**src/rtl/multdiv_pkg.sv**
```systemverilog
// multdiv_pkg
// Shared definitions for the multicycle multiply/divide unit:
//   state_t      - controller states
//   booth_sel_t  - radix-4 Booth partial-product select
//   MUL_ITERS, DIV_ITERS, CNT_W - iteration counts and counter width
package multdiv_pkg;

    typedef enum logic [2:0] {
        IDLE,
        MUL_RUN,
        DIV_RUN,
        DIV_FIX,
        DONE
    } state_t;

    typedef enum logic [2:0] {
        ZERO,
        PA,
        NA,
        P2A,
        N2A
    } booth_sel_t;

    localparam int MUL_ITERS = 16;
    localparam int DIV_ITERS = 32;
    localparam int CNT_W     = 6;

endpackage

```
**src/rtl/multdiv_unit_booth_r4_enc.sv**
```systemverilog
// booth_r4_enc
// Combinational radix-4 Booth recoder.
// Ports:
//   bits - multiplier bits {b[2i+1], b[2i], b[2i-1]}
//   sel  - partial-product select (0, +A, -A, +2A, -2A)
//   neg  - high when the selected multiple is subtracted
module booth_r4_enc
    import multdiv_pkg::*;
(
    input  logic [2:0] bits,
    output booth_sel_t sel,
    output logic       neg
);

    // NOTE: every output of a combinational block gets a default first so
    // no path through the case leaves it unassigned (which would infer a latch).
    always_comb begin
        sel = ZERO;
        unique case (bits)
            3'b001, 3'b010: sel = PA;
            3'b011:         sel = P2A;
            3'b100:         sel = N2A;
            3'b101, 3'b110: sel = NA;
            default:        sel = ZERO;
        endcase
        neg = (sel == NA) || (sel == N2A);
    end

endmodule

```
**src/rtl/multdiv_unit.sv**
```systemverilog
// multdiv_unit
// Multicycle signed multiply (radix-4 Booth, 16 iterations) and divide
// (restoring on magnitudes, 32 iterations plus one sign-fix cycle).
// Ports:
//   clock, reset                  - rising-edge clock, synchronous active-high reset
//   data_operandA, data_operandB  - two's complement operands, latched on start
//   ctrl_MULT, ctrl_DIV           - one-cycle start pulses (MULT wins if both)
//   data_result, data_exception   - result and overflow/divide-by-zero flag,
//                                   held until the next completion
//   data_resultRDY                - one-cycle completion pulse
module multdiv_unit
    import multdiv_pkg::*;
#(
    parameter int DATA_WIDTH = 32
) (
    input  logic                  clock,
    input  logic                  reset,
    input  logic [DATA_WIDTH-1:0] data_operandA,
    input  logic [DATA_WIDTH-1:0] data_operandB,
    input  logic                  ctrl_MULT,
    input  logic                  ctrl_DIV,
    output logic [DATA_WIDTH-1:0] data_result,
    output logic                  data_exception,
    output logic                  data_resultRDY
);

    localparam int W = DATA_WIDTH;

    state_t state, state_nx;

    logic             start_mul, start_div;
    logic [CNT_W-1:0] cnt;
    logic             last_mul, last_div;

    // Multiply datapath: accumulator holds the high part, mq the multiplier
    // (with the appended 0) that fills with low product bits as it shifts.
    logic [W-1:0] mcand;
    logic [W+1:0] acc, acc_nx, mag_term, booth_term, mul_sum;
    logic [W:0]   mq, mq_nx;
    booth_sel_t   sel;
    logic         sel_neg;
    logic         mul_ovf;

    // Divide datapath.
    logic [W-1:0] dsr, quo, quo_nx, quo_fix;
    logic [W:0]   rem, rem_nx;
    logic [W+1:0] div_trial;
    logic         div_ge;
    logic         div_neg, div_ovf, div_zero;
    logic [W-1:0] a_mag, b_mag;

    assign start_mul      = ctrl_MULT;
    assign start_div      = ctrl_DIV & ~ctrl_MULT;
    assign last_mul       = (cnt == CNT_W'(MUL_ITERS - 1));
    assign last_div       = (cnt == CNT_W'(DIV_ITERS - 1));
    assign data_resultRDY = (state == DONE);

    // Magnitudes: 0x80000000 maps to itself, read as unsigned.
    assign a_mag = data_operandA[W-1] ? -data_operandA : data_operandA;
    assign b_mag = data_operandB[W-1] ? -data_operandB : data_operandB;

    booth_r4_enc u_enc (
        .bits (mq[2:0]),
        .sel  (sel),
        .neg  (sel_neg)
    );

    always_comb begin
        unique case (sel)
            PA, NA:   mag_term = {{2{mcand[W-1]}}, mcand};
            P2A, N2A: mag_term = {mcand[W-1], mcand, 1'b0};
            default:  mag_term = '0;
        endcase
        booth_term = sel_neg ? -mag_term : mag_term;
    end

    // Add the Booth term, then shift {acc, mq} right arithmetically by two.
    assign mul_sum = acc + booth_term;
    assign acc_nx  = {{2{mul_sum[W+1]}}, mul_sum[W+1:2]};
    assign mq_nx   = {mul_sum[1:0], mq[W:2]};
    // Low product word sits in mq_nx[W:1]; overflow when the high part is
    // not the sign extension of its top bit.
    assign mul_ovf = (acc_nx != {(W+2){mq_nx[W]}});

    // Restoring step: shift in the next dividend bit and trial-subtract.
    assign div_trial = {rem, quo[W-1]} - {2'b00, dsr};
    assign div_ge    = ~div_trial[W+1];
    assign rem_nx    = div_ge ? div_trial[W:0] : {rem[W-1:0], quo[W-1]};
    assign quo_nx    = {quo[W-2:0], div_ge};
    assign quo_fix   = div_neg ? -quo : quo;

    // NOTE: sequential state uses non-blocking assignments so every register
    // samples pre-edge values regardless of statement order.
    always_ff @(posedge clock) begin
        if (reset) state <= IDLE;
        else       state <= state_nx;
    end

    always_comb begin
        state_nx = state;
        if (start_mul) begin
            state_nx = MUL_RUN;
        end else if (start_div) begin
            state_nx = DIV_RUN;
        end else begin
            unique case (state)
                IDLE:    state_nx = IDLE;
                MUL_RUN: if (last_mul) state_nx = DONE;
                DIV_RUN: begin
                    if (div_zero)      state_nx = DONE;
                    else if (last_div) state_nx = DIV_FIX;
                end
                DIV_FIX: state_nx = DONE;
                DONE:    state_nx = IDLE;
                default: state_nx = IDLE;
            endcase
        end
    end

    always_ff @(posedge clock) begin
        if (reset) begin
            cnt            <= '0;
            mcand          <= '0;
            acc            <= '0;
            mq             <= '0;
            dsr            <= '0;
            rem            <= '0;
            quo            <= '0;
            div_neg        <= 1'b0;
            div_ovf        <= 1'b0;
            div_zero       <= 1'b0;
            data_result    <= '0;
            data_exception <= 1'b0;
        end else if (start_mul) begin
            cnt   <= '0;
            mcand <= data_operandA;
            acc   <= '0;
            mq    <= {data_operandB, 1'b0};
        end else if (start_div) begin
            cnt      <= '0;
            dsr      <= b_mag;
            rem      <= '0;
            quo      <= a_mag;
            div_neg  <= data_operandA[W-1] ^ data_operandB[W-1];
            div_ovf  <= (data_operandA == {1'b1, {(W-1){1'b0}}}) && (&data_operandB);
            div_zero <= (data_operandB == '0);
        end else begin
            unique case (state)
                MUL_RUN: begin
                    acc <= acc_nx;
                    mq  <= mq_nx;
                    cnt <= cnt + 1'b1;
                    if (last_mul) begin
                        data_result    <= mq_nx[W:1];
                        data_exception <= mul_ovf;
                    end
                end
                DIV_RUN: begin
                    if (div_zero) begin
                        data_result    <= '0;
                        data_exception <= 1'b1;
                    end else begin
                        rem <= rem_nx;
                        quo <= quo_nx;
                        cnt <= cnt + 1'b1;
                    end
                end
                DIV_FIX: begin
                    data_result    <= quo_fix;
                    data_exception <= div_ovf;
                end
                default: ;
            endcase
        end
    end

endmodule

```
**config.mk**
```make
export PLATFORM = sky130hd
export DESIGN_NAME = multdiv_unit
export DESIGN_NICKNAME = d
export VERILOG_FILES = /design/src/rtl/multdiv_pkg.sv /design/src/rtl/multdiv_unit_booth_r4_enc.sv /design/src/rtl/multdiv_unit.sv
export SDC_FILE = /design/constraint.sdc
export NUM_CORES = 1
export LEC_CHECK = 0
export ABC_AREA = 1
export BUFFER_PORTS_ARGS = -buffer_cell sky130_fd_sc_hd__clkbuf_2
export CORE_MARGIN = 2
export CORE_UTILIZATION = 60
export CTS_CLUSTER_SIZE = 10
export DETAILED_ROUTE_END_ITERATION = 7
export PLACE_DENSITY_LB_ADDON = 0.25
export SETUP_SLACK_MARGIN = 0.3
export SYNTH_ARGS = -nofsm -noshare
export SYNTH_HDL_FRONTEND = slang
export SYNTH_HIERARCHICAL = 1
export SYNTH_SLANG_ARGS = --single-unit
export TNS_END_PERCENT = 20
```
**constraint.sdc**
```tcl
create_clock -name clock -period 7.5 [get_ports clock]
set_input_delay 0.375 -clock clock [delete_from_list [all_inputs] [get_ports clock]]
set_output_delay 0.375 -clock clock [all_outputs]
set_load 0.02 [all_outputs]
```
# Yosys cells after proc, flatten, opt, wreduce, memory -nomap -nowiden
# Cells that the tools add are included.
word_totals:
  register_bits: 239
  inputBits: 68
  elab_cells: 109
op_classes:
  n_addsub: 7
  n_eq_ne: 28
  muxes: 30
  bitwise_logic: 5
  n_reduce_logical: 23
op_table:
  columns: ["operator", "n"]
  rows:
  - ["$mux 32", 8]
  - ["$mux 33", 7]
  - ["$neg 32->32", 3]
  - ["$pmux 32 s3", 1]
  - ["$pmux 34 s2", 1]
  - ["$add 34x34->34", 1]
  - ["$mux 34", 1]
  - ["$ne 34x34->1", 1]
  - ["$neg 34->34", 1]
  - ["$sub 34x32->34", 1]
  - ["$eq 32x32->1 const B", 1]
  - ["$logic_not 32->1", 1]
  - ["$reduce_and 32->1", 1]
  - ["$eq 3x2->1 const B", 6]
  - ["$eq 3x3->1 const B", 5]
  - ["$reduce_and 2->1", 7]
  - ["$pmux 3 s4", 1]
  - ["$pmux 6 s2", 1]
  - ["$ne 2x2->1 const B", 5]
  - ["$reduce_or 2->1", 5]
  - ["$eq 3x1->1 const B", 3]
  - ["$mux 3", 3]
  - ["$pmux 3 s3", 1]
  - ["$ne 4x4->1 const B", 2]
  - ["19 further kinds", 26]

# Logic depth before layout (Yosys ltp)
# Gate-level depths: netlist of run 1.
depth:
  word_depth: 12
  ltp_mapped: 41
  depth_no_buf: 40

# By module
# The synthesis of run 1 kept the hierarchy.
modules_own_cells:
  columns: ["module", "instances", "cells_per_inst", "area_each_um2", "seq_area_each_um2"]
  rows:
  - ["multdiv_unit", 1, 2941, 18227.5, 4784.6]
  - ["booth_r4_enc", 1, 10, 46.3, 0.0]

# Worst setup path after synthesis of run 1
# No wires, ideal clock.
synth_timing:
  kind: "register to register"
  startpoint: "register mq[2]"
  endpoint: "register data_exception"
  setup_ns: 0.132
  t_arrival_ns: 3.996
  required_time_ns: 7.368
  path_slack_ns: 3.371
  path_stages_with_launch: 37
  path_buffers: 1
  path_cell_list: "dfxtp_1 -> inv_1 -> nor3_1 -> inv_2 -> nand3_2 -> buf_4 -> o21ai_1 -> inv_1 -> ha_1 -> nand2_2 -> nor2_4 -> nand3_2 -> nor2_4 -> nand2_2 -> nor2_4 -> nand4_2 -> inv_2 -> nand2_1 -> nand2_1 -> xor2_1 -> inv_1 -> ha_1 -> nand2_1 -> inv_1 -> nand2_1 -> nor4_1 -> nand2_1 -> nand2_1 -> nand2_1 -> nand2_1 -> nand2_1 -> inv_1 -> nand4_1 -> nand3_1 -> nand3_1 -> nand2_1 -> a21oi_1"
synth_between:
  elab_chain_cells: 12
  word_cells_on_any_way: 23
  classes_between: "add/sub: 2; eq/ne: 11; mux: 5; reduce/logical: 5"
synth_rtl:
  columns: ["item", "line_no", "text"]
  rows:
  - ["start: declaration", "multdiv_unit.sv:39", "logic [W:0] mq, mq_nx;"]
  - ["start signal: assignment", "multdiv_unit.sv:138", "mq <= {data_operandB, 1'b0};"]
  - ["start signal: assignment", "multdiv_unit.sv:151", "mq <= mq_nx;"]
  - ["$eq 3x3->1 (tied with other cells)", "multdiv_unit_booth_r4_enc.sv:19", "unique case (bits)"]
  - ["$reduce_or 2->1", "multdiv_unit_booth_r4_enc.sv:19", null]
  - ["$pmux 3 s4 *", "multdiv_unit_booth_r4_enc.sv:19", null]
  - ["net sel[2]", "multdiv_unit.sv:40", "booth_sel_t sel;"]
  - ["$eq 3x2->1 (tied with other cells)", "multdiv_unit.sv:69", "unique case (sel)"]
  - ["$reduce_or 2->1", "multdiv_unit.sv:69", null]
  - ["$pmux 34 s2", "multdiv_unit.sv:69", null]
  - ["$neg 34->34", "multdiv_unit.sv:74", "booth_term = sel_neg ? -mag_term : mag_term;"]
  - ["$mux 34 *", "multdiv_unit.sv:74", null]
  - ["$add 34x34->34 *", "multdiv_unit.sv:78", "assign mul_sum = acc + booth_term;"]
  - ["$ne 34x34->1 *", "multdiv_unit.sv:83", "assign mul_ovf = (acc_nx != {(W+2){mq_nx[W]}});"]
  - ["$mux 1 *", "multdiv_unit.sv:153", "if (last_mul) begin"]
  - ["$pmux 1 s3 *", "multdiv_unit.sv:148", "unique case (state)"]
  - ["end signal: assignment", "multdiv_unit.sv:155", "data_exception <= mul_ovf;"]
  - ["end signal: assignment", "multdiv_unit.sv:170", "data_exception <= div_ovf;"]
  - ["end: declaration", "multdiv_unit.sv:23", "output logic data_exception,"]
# Mark *: on every way through the listed nets, which the timed path passes. The rest lies on a longest branch. The select of a mux whose other input is x is not followed.
# A chain may end at the register's enable or synchronous reset.

# Final worst setup path of run 1
layout_timing:
  startpoint: "register mq[1]"
  endpoint: "register data_exception"
# The elaborated chain is that of the path after synthesis.

==> results of run 1 <==
## synth_stat cells (all sizes together), types with 25 or more instances
cell type / number
a21oi: 291
buf: 25
clkbuf: 93
dfxtp: 239
ha: 71
inv: 469
nand2: 662
nand3: 172
nand4: 47
nor2: 292
nor3: 54
o211ai: 75
o21ai: 223
o221ai: 37
xnor2: 42
xor2: 66
## cell usage in the layout, fill, tap and decap left out, types with 3 or more instances in the layout
cell | synthesis | routed
a21o_1 | 3 | 3
a21oi_1 | 290 | 290
a221oi_1 | 6 | 6
a31oi_1 | 9 | 9
buf_4 | 5 | 18
clkbuf_1 | 93 | 3
clkbuf_16 | 0 | 29
clkbuf_2 | 0 | 101
clkbuf_8 | 0 | 5
clkinv_1 | 3 | 3
dfxtp_1 | 239 | 239
ha_1 | 71 | 71
inv_1 | 459 | 458
inv_2 | 10 | 11
nand2_1 | 649 | 648
nand2_2 | 11 | 12
nand3_1 | 163 | 163
nand3_2 | 9 | 9
nand3b_1 | 15 | 15
nand4_1 | 46 | 46
nor2_1 | 278 | 275
nor2_2 | 9 | 10
nor2_4 | 5 | 7
nor3_1 | 44 | 44
nor3_2 | 8 | 8
nor4_1 | 10 | 9
o211ai_1 | 75 | 75
o21a_1 | 7 | 7
o21ai_0 | 182 | 182
o21ai_1 | 35 | 35
o21ai_2 | 6 | 6
o21bai_1 | 9 | 9
o221ai_1 | 37 | 37
o31ai_1 | 4 | 4
or2_2 | 9 | 9
xnor2_1 | 42 | 42
xor2_1 | 66 | 66
## cell type report
class / count / area, um^2 / area share
Antenna cell: 2 / 5.00 / 0.000253
Clock buffer: 37 / 806 / 0.0407
Tap cell: 390 / 488 / 0.0247
Timing Repair Buffer: 119 / 641 / 0.0324
Sequential cell: 239 / 4780 / 0.242
Multi-Input combinational cell: 2122 / 11300 / 0.569
Inverter: 472 / 1770 / 0.0896
Clock inverter: 3 / 32.5 / 0.00164
## flip-flops by register name, summed over array words and instances, names as in the netlist
name / cells
acc: 32
dsr: 32
mcand: 32
div_zero: 1
state: 3
mq: 33
quo: 32
data_result: 32
div_neg: 1
data_exception: 1
div_ovf: 1
cnt: 6
rem: 33
## metal layers
metal,track usage,share of wire,vias up
met2,0.624,0.46,913
met3,0.0601,0.092,175
met1,0.477,0.40,9098
li1,-,-,9726
met5,0,0,-
met4,0.168,0.049,0
## stage by stage
| stage | total power, mW | cells | utilization |
|---|---|---|---|
| floorplan | 2.09 | 2951 | - |
| global placement | 2.36 | 3342 | 0.636 |
| detailed placement | 2.37 | 3342 | 0.636 |
| CTS | 3.66 | 3382 | 0.664 |
| global route | 3.83 | 3382 | 0.664 |
| finish | 3.67 | 3384 | 0.664 |
## power groups by stage
stage | Clock (mW) | Combinational, mW | Sequential (mW)
3_3_place_gp | 0 | 0.961 | 1.39
2_1_floorplan | 0 | 0.703 | 1.39
4_1_cts | 1.31 | 0.982 | 1.37
3_5_place_dp | 0 | 0.973 | 1.40
5_1_grt | 1.35 | 1.11 | 1.37
6_report | 1.29 | 1.00 | 1.37
## worst max path at each step
stage	startpoint	end	slack [ns]	depth (start not counted)
after CTS	mq[1]$_SDFFE_PP0P_	data_exception$_SDFFE_PP0P_	2.10	31
after global routing	mq[1]$_SDFFE_PP0P_	data_exception$_SDFFE_PP0P_	1.49	31
after detailed placement	mq[1]$_SDFFE_PP0P_	data_exception$_SDFFE_PP0P_	2.11	31
after global placement	mq[2]$_SDFFE_PP0P_	data_exception$_SDFFE_PP0P_	2.16	32
final	mq[1]$_SDFFE_PP0P_	data_exception$_SDFFE_PP0P_	1.98	31
after floorplan	mq[2]$_SDFFE_PP0P_	data_exception$_SDFFE_PP0P_	3.37	36
## critical path: cells and delay by family (launching register included)
kind / cells / cell delay [ns]
buf+inv: 4 / 0.31
xor+xnor: 1 / 0.21
compound gates: 3 / 0.34
flops: 1 / 0.41
simple gates: 22 / 3.69
fa+ha+maj: 1 / 0.41
## cells by family after synthesis
| family | synth area share |
|---|---|
| DFF | 0.262 |
| buffers and inverters | 0.124 |
| xor gates and xnor gates | 0.0518 |
| adders and majority gates | 0.0508 |
| AOI/OAI and AO/OA | 0.212 |
| and+or+nand+nor | 0.300 |
==> flow_metrics.py, run 1 <==
metrics = {
    "cells_and_area": {
        "drive_gt1_frac": 0.0795,
        "syn2layout_area_growth_pct": 8.25,
        "stdcell_area_um2": 19800,
        "nFillCells": 2809,
        "layout.nets": 3124,
    },
    "sta": {
        "fin_skew_ns": 0.0203,
        "fin_crit_sh": 0.736,
        "slew_violations": 0,
        "holdWs_ns": 0.146,
        "fmax_mhz": 181,
        "finalCriticalPeriod_ns": 5.52,
        "setup_violations": 0,
        "max_slew_margin": 0.247,
        "finalHoldViolations": 0,
        "layout_setup_ws_ns": 1.98,
        "setup_tns_ns": 0,
        "worst_pin_slew_ns": 1.13,
        "rsz0062_at_grt": "false",
    },
    "yosys": {
        "syn_area_um2": 18300,
        "synth_seq_cells": 239,
        "avgSynthCellArea_um2": 6.19,
        "yosysTopAreaCellShare": 0.262,
        "ys.flop_type": "dfxtp_1",
        "synth_area_leader_cell": "dfxtp_1",
        "synth_nets": 3092,
        "yosysSeqAreaShare": 0.262,
        "synth.distinct_cells": 55,
        "synthTopCellsByArea": "dfxtp_1, nand2_1, inv_1",
        "syn-instance-count": 2951,
        "async_flop_share": 0,
        "synth_edf_count": 0,
        "yosysWarnings": 6,
    },
    "power": {
        "swShare": 0.353,
        "p_comb_frac": 0.273,
        "leakage_nw": 9.50,
        "p_int_mw": 2.37,
        "ir_worst_vdd_uv": 192,
        "pwr-share-seq": 0.374,
        "switching_power_mw": 1.29,
        "pwr_density_cell_nw_per_um2": 185,
        "p_clk_frac": 0.353,
    },
    "drt": {
        "postRouteAntennaNets": 0,
        "drt_first_pass_iters": 5,
        "drt_drc_violations_left": 0,
        "drt-initial-drc-count": 1866,
        "wl_um": 59800,
        "vias": 19912,
        "viasPerCell": 5.88,
        "routedWlPerCell_um": 17.7,
    },
    "clock_network": {
        "cts_hold_repair.buffers": 0,
        "post_cts_buffers": 0,
        "clk-insertion-delay-late_ns": 0.57,
        "clock-sinks": 239,
        "clk_pin_slew_worst_paths_ns": 0.05,
        "cts_buffer_depth": 3,
        "cts_tree": "yes",
        "cts_buffers": 29,
        "htreeDepth": 1,
        "cts-root-buf": "clkbuf_16",
        "ctsResizeCount": 0,
    },
    "critical_path": {
        "critPathMaxFanout": 31,
        "cpMostUsedCell": "nand2_1",
        "slowest_stage": "nor4_1",
        "rr_startpoint": "mq[1]$_SDFFE_PP0P_",
        "timing.rr.end": "data_exception$_SDFFE_PP0P_",
        "crit_type": "reg -> reg",
        "cp.arrival_ns": 5.92,
        "max_stage_delay_ns": 0.45,
        "startpoint_type": "register",
        "critPathRequiredTime_ns": 7.90,
        "r2r_cells": 31,
        "regToRegSetupSlack_ns": 1.98,
        "crit_path_end_kind": "register",
    },
    "worst_hold_path": {
        "worstHoldEndpoint": "quo[0]$_SDFFE_PP0P_",
        "min_from": "data_operandA[0]",
        "min_path_cells": 3,
        "hold_class": "in -> reg",
    },
    "grt": {
        "grt_max_degree": 124,
        "gr-total-overflow": 0,
        "antenna_found_initial": 3,
        "grt_usage": 0.375,
        "grt_pass1_vias": 18599,
        "grt_pass1_wl_um": 95600,
    },
    "floorplanning": {
        "core_area_um2": 29800,
        "die_w_um": 179,
        "start_util": 0.613,
        "rows": 63,
        "die_y_um": 179,
        "dieArea_um2": 31900,
        "pin_count": 102,
    },
    "outcome": {
        "status": "finished, final reports clean",
    },
    "flow_run": {
        "cap_violations": 0,
    },
    "placed_design": {
        "gp_congestion": 1.05,
        "placed_area_um2": 18900,
        "port_buffers": 101,
        "dp_slack_ns": 2.11,
        "dp_hpwl_um": 45700,
    },
}
No activity file was read; power rests on OpenSTA's default activity.
==> inputs of run 2 (changes only) <==
--- a/config.mk
+++ b/config.mk
@@ -5,10 +5,10 @@
 export SDC_FILE = /design/constraint.sdc
 export NUM_CORES = 1
 export LEC_CHECK = 0
-export ABC_AREA = 1
+export ABC_AREA = 0
 export BUFFER_PORTS_ARGS = -buffer_cell sky130_fd_sc_hd__clkbuf_2
 export CORE_MARGIN = 2
-export CORE_UTILIZATION = 60
+export CORE_UTILIZATION = 56
 export CTS_CLUSTER_SIZE = 10
 export DETAILED_ROUTE_END_ITERATION = 7
 export PLACE_DENSITY_LB_ADDON = 0.25
==> constraint.sdc (replaced) <==
create_clock -name clock -period 5 [get_ports clock]
set_input_delay 0.25 -clock clock [delete_from_list [all_inputs] [get_ports clock]]
set_output_delay 0.25 -clock clock [all_outputs]
set_load 0.02 [all_outputs]
==> run 2 against run 1 <==
Compared with the run above:
- the flow now finishes with violations (negative setup slack)
- register-to-register slack worse by 2.5 ns
- non-clock buffer count up 177
- sequential share of layout area up 0.16 points
- power up 50%
- first-iteration DRC count down 27%
- clock power up 47%
- die area down 3.2%
- global-route usage down 6.0 points
==> flow_metrics.py, run 2 <==
metrics = {
    "yosys": {
        "synth.top_cells.by_count": "nor2_1, dfxtp_1, nand2_1",
        "synth.distinct_cells": 84,
        "ys.flop_type": "dfxtp_1",
        "syn_area_um2": 16500,
        "syn-instance-count": 2136,
        "synth_nets": 2277,
        "synth.most_common_cell": "nor2_1",
        "yosysWarnings": 6,
        "avgSynthCellArea_um2": 7.73,
        "synth_edf_count": 0,
        "async_flop_share": 0,
        "yosysTopAreaCellShare": 0.290,
        "synth_area_leader_cell": "dfxtp_1",
        "yosysSeqAreaShare": 0.290,
        "synth_seq_cells": 239,
        "synthTopCellsByArea": "dfxtp_1, nor2_1, ha_1",
    },
    "drt": {
        "drt_first_pass_iters": 5,
        "vias": 16527,
        "wl_um": 50100,
        "postRouteAntennaNets": 0,
        "drt_drc_violations_left": 0,
        "routedWlPerCell_um": 18.4,
        "viasPerCell": 6.07,
        "drt-initial-drc-count": 1371,
    },
    "critical_path": {
        "crit_start": "mq[2]$_SDFFE_PP0P_",
        "crit_family": "compound AO/OA/AOI/OAI gates",
        "timing.rr.end": "data_exception$_SDFFE_PP0P_",
        "rr_startpoint": "mq[2]$_SDFFE_PP0P_",
        "critPathRequiredTime_ns": 5.43,
        "regToRegSetupSlack_ns": -0.53,
        "path_buf_inv": 3,
        "cp_num_cells": 28,
        "startpoint_type": "register",
        "crit_path_end_kind": "register",
        "critPathMaxFanout": 5,
        "max_stage_delay_ns": 0.49,
        "r2r_cells": 28,
        "critical_path.endpoint": "data_exception$_SDFFE_PP0P_",
        "crit_type": "reg -> reg",
        "cp.arrival_ns": 5.96,
        "slowest_stage": "or4_4",
    },
    "clock_network": {
        "cts_tree": "yes",
        "htreeDepth": 1,
        "cts-root-buf": "clkbuf_16",
        "clk-insertion-delay-late_ns": 0.55,
        "cts_buffers": 29,
        "cts_buffer_depth": 3,
        "clk_pin_slew_worst_paths_ns": 0.06,
        "clock-sinks": 239,
    },
    "floorplanning": {
        "rows": 62,
        "die_y_um": 176,
        "start_util": 0.572,
        "dieArea_um2": 30900,
        "core_area_um2": 28900,
        "pin_count": 102,
        "die_w_um": 176,
    },
    "power": {
        "pwr_density_cell_nw_per_um2": 279,
        "leakage_nw": 8.03,
        "ir_worst_vdd_uv": 290,
    },
    "grt": {
        "gr-total-overflow": 0,
        "grt_pass1_vias": 15556,
        "grt_usage": 0.315,
        "grt_pass1_wl_um": 80200,
        "grt_max_degree": 73,
        "antenna_found_initial": 0,
    },
    "sta": {
        "fmax_mhz": 181,
        "layout_setup_ws_ns": -0.530,
        "finalCriticalPeriod_ns": 5.53,
        "max_slew_margin": 0.273,
        "finalHoldViolations": 0,
        "worst_pin_slew_ns": 1.09,
        "fin_crit_sh": 1.11,
        "slew_violations": 0,
        "setup_tns_ns": -0.903,
        "setup_violations": 4,
        "rsz0062_at_grt": "true",
        "fin_skew_ns": 0.0225,
    },
    "outcome": {
        "violations": "negative setup slack",
        "status": "finished, violations left",
    },
    "cells_and_area": {
        "final_cells": 2723,
        "n_antenna_cell": 0,
        "regArea_um2": 4790,
        "layout.nets": 2475,
        "layout_common_cells": "nor2_1, dfxtp_1, nand2_1",
        "drive_gt1_frac": 0.188,
        "layout_commonest_cell": "nor2_1",
        "stdcell_area_um2": 19700,
        "reg_top3": "mq: 33 flops, rem: 33 flops",
        "nFillCells": 2508,
        "syn2layout_area_growth_pct": 19.2,
        "multi_input_area_um2": 11300,
    },
    "placed_design": {
        "dp_slack_ns": -0.668,
        "gp_congestion": 0.930,
        "placed_cells": 2668,
        "dp_hpwl_um": 37100,
        "port_buffers": 101,
        "placed_area_um2": 18400,
    },
    "worst_hold_path": {
        "hold_class": "in -> reg",
    },
    "flow_run": {
        "cap_violations": 0,
    },
}
## run 2: cell count changes after synthesis, sizes merged, moves of 29 or more
| cell | previous run | this run |
|---|---|---|
| nand2 | 662 | 214 |
| inv | 469 | 75 |
| a21oi | 291 | 144 |
| nand3 | 172 | 34 |
| o21ai | 223 | 117 |
| a211oi | 2 | 97 |
| mux2i | 0 | 71 |
| o211ai | 75 | 10 |
| a22oi | 1 | 47 |
| xnor2 | 42 | 81 |
| o221ai | 37 | 0 |
| xor2 | 66 | 99 |
| o31ai | 5 | 36 |
| a221oi | 6 | 35 |
## run 2: report_power, final
part           switching [mW]  leakage (nW)  internal (mW)
combinational           0.824          5.69          0.695
sequential             0.0846          1.95           1.97
clock                   0.796         0.393           1.11
total                    1.71          8.03           3.78
## run 2: logic make-up after synthesis
logic type	count (synthesis)	synth area share
compound gates	624	0.256
xor+xnor	180	0.0967
fa+ha+maj	73	0.0563
buf+inv	204	0.0475
flops	239	0.290
mux	77	0.0472
simple gates	739	0.206
## run 2: cell type report
| class | count | area share |
|---|---|---|
| Multi-Input combinational cell | 1693 | 0.575 |
| Sequential cell | 239 | 0.244 |
| Inverter | 75 | 0.0143 |
| Clock inverter | 3 | 0.00235 |
| Clock buffer | 33 | 0.0387 |
| Tap cell | 384 | 0.0244 |
| Timing Repair Buffer | 296 | 0.102 |
## run 2: what timing repair did
action / CTS / global route
buffers inserted: 12 / 5
hold buffers: 2 / 0
resized for setup: 34 / 34
setup endpoints to repair: 20 / 25
pin swaps: 28 / 36
hold endpoints to repair: 2 / 0
## run 2: through the flow
stage / hold WS (ns) / power, mW / util
finish: 0.0244 / 5.48 / 0.682
global route: 0.0202 / 5.71 / 0.682
CTS: 0.00771 / 5.44 / 0.675
detailed placement: 0.454 / 3.50 / 0.639
global placement: 0.448 / 3.47 / 0.639
floorplan: 0.386 / 2.97 / -
## run 2: metal layers
metal / part of all wire / wire [um] / vias to the layer above / track usage
li1: - / - / 8100 / -
met1: 0.43 / 21800 / 7774 / 0.413
met2: 0.47 / 23500 / 525 / 0.537
met3: 0.061 / 3030 / 128 / 0.0370
met4: 0.036 / 1790 / 0 / 0.110
met5: 0 / 0 / - / 0
## run 2: worst min-delay path, delay by kind of cell
kind                   cells  cell delay, ns
AO/OA/AOI/OAI              1            0.05
buffers and inverters      1            0.13
AND/OR/NAND/NOR            1            0.07
## run 2: worst min path at each step
stage / startpoint / endpoint / slack, ns / depth (start not counted)
6_report: data_operandB[0] / dsr[0]$_SDFFE_PP0P_ / 0.02 / 3
5_1_grt: data_operandB[0] / dsr[0]$_SDFFE_PP0P_ / 0.02 / 3
4_1_cts: data_operandA[14] / mcand[14]$_SDFFE_PP0P_ / 0.008 / 3
3_5_place_dp: acc[25]$_SDFFE_PP0P_ / acc[25]$_SDFFE_PP0P_ / 0.45 / 2
3_3_place_gp: acc[11]$_SDFFE_PP0P_ / acc[11]$_SDFFE_PP0P_ / 0.45 / 2
2_1_floorplan: data_operandB[0] / dsr[0]$_SDFFE_PP0P_ / 0.39 / 2
==> inputs of run 3 (changes only) <==
--- a/config.mk
+++ b/config.mk
@@ -7,12 +7,15 @@
 export LEC_CHECK = 0
 export ABC_AREA = 0
 export BUFFER_PORTS_ARGS = -buffer_cell sky130_fd_sc_hd__clkbuf_2
+export CAP_MARGIN = 40
 export CORE_MARGIN = 2
 export CORE_UTILIZATION = 56
 export CTS_CLUSTER_SIZE = 10
 export DETAILED_ROUTE_END_ITERATION = 7
 export PLACE_DENSITY_LB_ADDON = 0.25
+export RECOVER_POWER = 25
 export SETUP_SLACK_MARGIN = 0.3
+export SKIP_LAST_GASP = 1
 export SYNTH_ARGS = -nofsm -noshare
 export SYNTH_HDL_FRONTEND = slang
 export SYNTH_HIERARCHICAL = 1
==> run 3 against run 2 <==
Compared with the run above:
- the run ends with max-capacitance violations, max-slew violations, negative setup slack left
- via count rose by 0.74%
- clock power up 4%
- non-clock buffer count is 4 higher
- hold slack got worse by 0.0088 ns
- critical path type unchanged
==> flow_metrics.py, run 3 (synthesized netlist as in run 2, its figures left out) <==
metrics = {
    "outcome": {
        "status": "finished, violations left",
        "violations": "max-capacitance violations, max-slew violations, negative setup slack",
    },
    "clock_network": {
        "cts_buffer_depth": 3,
        "clock-sinks": 239,
        "clk-insertion-delay-late_ns": 0.55,
        "cts_buffers": 29,
        "htreeDepth": 1,
        "cts-root-buf": "clkbuf_16",
        "clk_pin_slew_worst_paths_ns": 0.06,
        "cts_tree": "yes",
    },
    "drt": {
        "vias": 16649,
        "viasPerCell": 6.10,
        "drt_drc_violations_left": 0,
        "drt-initial-drc-count": 1472,
        "routedWlPerCell_um": 18.3,
        "postRouteAntennaNets": 0,
        "drt_first_pass_iters": 7,
        "wl_um": 50000,
    },
    "cells_and_area": {
        "reg_top3": "mq: 33 flops, rem: 33 flops",
        "layout.nets": 2479,
        "drive_gt1_frac": 0.173,
        "syn2layout_area_growth_pct": 19.2,
        "n_antenna_cell": 0,
        "nFillCells": 2473,
        "multi_input_area_um2": 11300,
        "utilization": 0.682,
        "layout_commonest_cell": "nor2_1",
        "layout_common_cells": "nor2_1, dfxtp_1, nand2_1",
        "regArea_um2": 4790,
    },
    "grt": {
        "grt_max_degree": 73,
        "grt_pass1_vias": 15623,
        "antenna_found_initial": 0,
        "grt_usage": 0.316,
        "gr-total-overflow": 0,
        "grt_pass1_wl_um": 80400,
    },
    "sta": {
        "layout_setup_ws_ns": -0.501,
        "finalCriticalPeriod_ns": 5.50,
        "worst_pin_slew_ns": 2.56,
        "slew_violations": 125,
        "setup_violations": 4,
        "setup_tns_ns": -0.981,
        "fin_skew_ns": 0.0140,
        "fin_crit_sh": 1.10,
        "fmax_mhz": 182,
        "max_slew_margin": -0.708,
        "finalHoldViolations": 0,
        "rsz0062_at_grt": "true",
    },
    "critical_path": {
        "path_buf_inv": 3,
        "max_stage_delay_ns": 0.49,
        "crit_family": "simple AND/OR/NAND/NOR gates",
        "crit_type": "reg -> reg",
        "critPathRequiredTime_ns": 5.43,
        "slowest_stage": "or4_4",
        "critPathMaxFanout": 5,
        "cp.arrival_ns": 5.93,
        "startpoint_type": "register",
        "cp_num_cells": 28,
        "crit_path_end_kind": "register",
        "r2r_cells": 28,
    },
    "placed_design": {
        "gp_congestion": 0.930,
        "port_buffers": 101,
        "dp_hpwl_um": 37100,
    },
    "floorplanning": {
        "dieArea_um2": 30900,
        "die_w_um": 176,
        "start_util": 0.572,
        "die_y_um": 176,
        "rows": 62,
        "core_area_um2": 28900,
        "pin_count": 102,
    },
    "power": {
        "ir_worst_vdd_uv": 327,
        "pwr_density_cell_nw_per_um2": 281,
        "leakage_nw": 7.95,
    },
    "worst_hold_path": {
        "min_path_cells": 3,
        "hold_class": "in -> reg",
    },
    "flow_run": {
        "cap_violations": 2,
    },
}
## run 3: cell types whose count changed in the layout (fill, tap and decap cells not counted), sizes merged
cell and delta:
clkbuf +5, buf +1, bufinv +1, inv -1
## run 3: worst paths after layout
path | from | endpoint | slack (ns)
min reg2reg | acc[25]$_SDFFE_PP0P_ | acc[25]$_SDFFE_PP0P_ | 0.46
max | mq[2]$_SDFFE_PP0P_ | data_exception$_SDFFE_PP0P_ | -0.50
min | data_operandA[21] | mcand[21]$_SDFFE_PP0P_ | 0.02
max reg2reg | mq[2]$_SDFFE_PP0P_ | data_exception$_SDFFE_PP0P_ | -0.50
## run 3: final cells by class
cell class / count / area share
Tap cell: 384 / 0.0244
Multi-Input combinational cell: 1693 / 0.573
Clock inverter: 3 / 0.00344
Timing Repair Buffer: 300 / 0.101
Sequential cell: 239 / 0.244
Clock buffer: 35 / 0.0396
Inverter: 75 / 0.0143
## run 3: worst min-delay path, delay by kind of cell
kind	cells	cell delay, ns
buffers and inverters	1	0.12
AND/OR/NAND/NOR	1	0.08
multiplexers	1	0.08
## run 3: through the flow
stage / worst slack [ns] / total power, mW / hold slack (ns) / cells / area [um^2]
finish: -0.501 / 5.53 / 0.0156 / 2729 / 19700
global route: -0.780 / 5.76 / 0.0358 / 2729 / 19700
global placement: -0.528 / 3.47 / 0.448 / 2668 / 18400
detailed placement: -0.651 / 3.50 / 0.454 / 2671 / 18500
CTS: -0.421 / 5.51 / 0.000451 / 2724 / 19600
floorplan: -0.595 / 2.97 / 0.386 / 2136 / 16600
## run 3: repair_timing
action	in CTS	in global routing
resized for setup	30	30
hold buffers	2	0
pin swaps	23	20
setup endpoints to repair	20	25
hold endpoints to repair	2	0
buffers inserted	13	5
## run 3: per-layer routing
layer / vias up / routed length [um] / global-route usage / part of all wire
li1: 8105 / - / - / -
met1: 7882 / 21700 / 0.416 / 0.43
met2: 555 / 23500 / 0.536 / 0.47
met5: - / 0 / 0 / 0
met3: 107 / 3120 / 0.0370 / 0.062
met4: 0 / 1690 / 0.109 / 0.034
## run 3: power by group
part	total [mW]	leakage, nW	switching [mW]	internal (mW)
clock network	1.97	0.411	0.797	1.18
registers	2.06	1.95	0.0812	1.98
logic	1.50	5.59	0.819	0.682
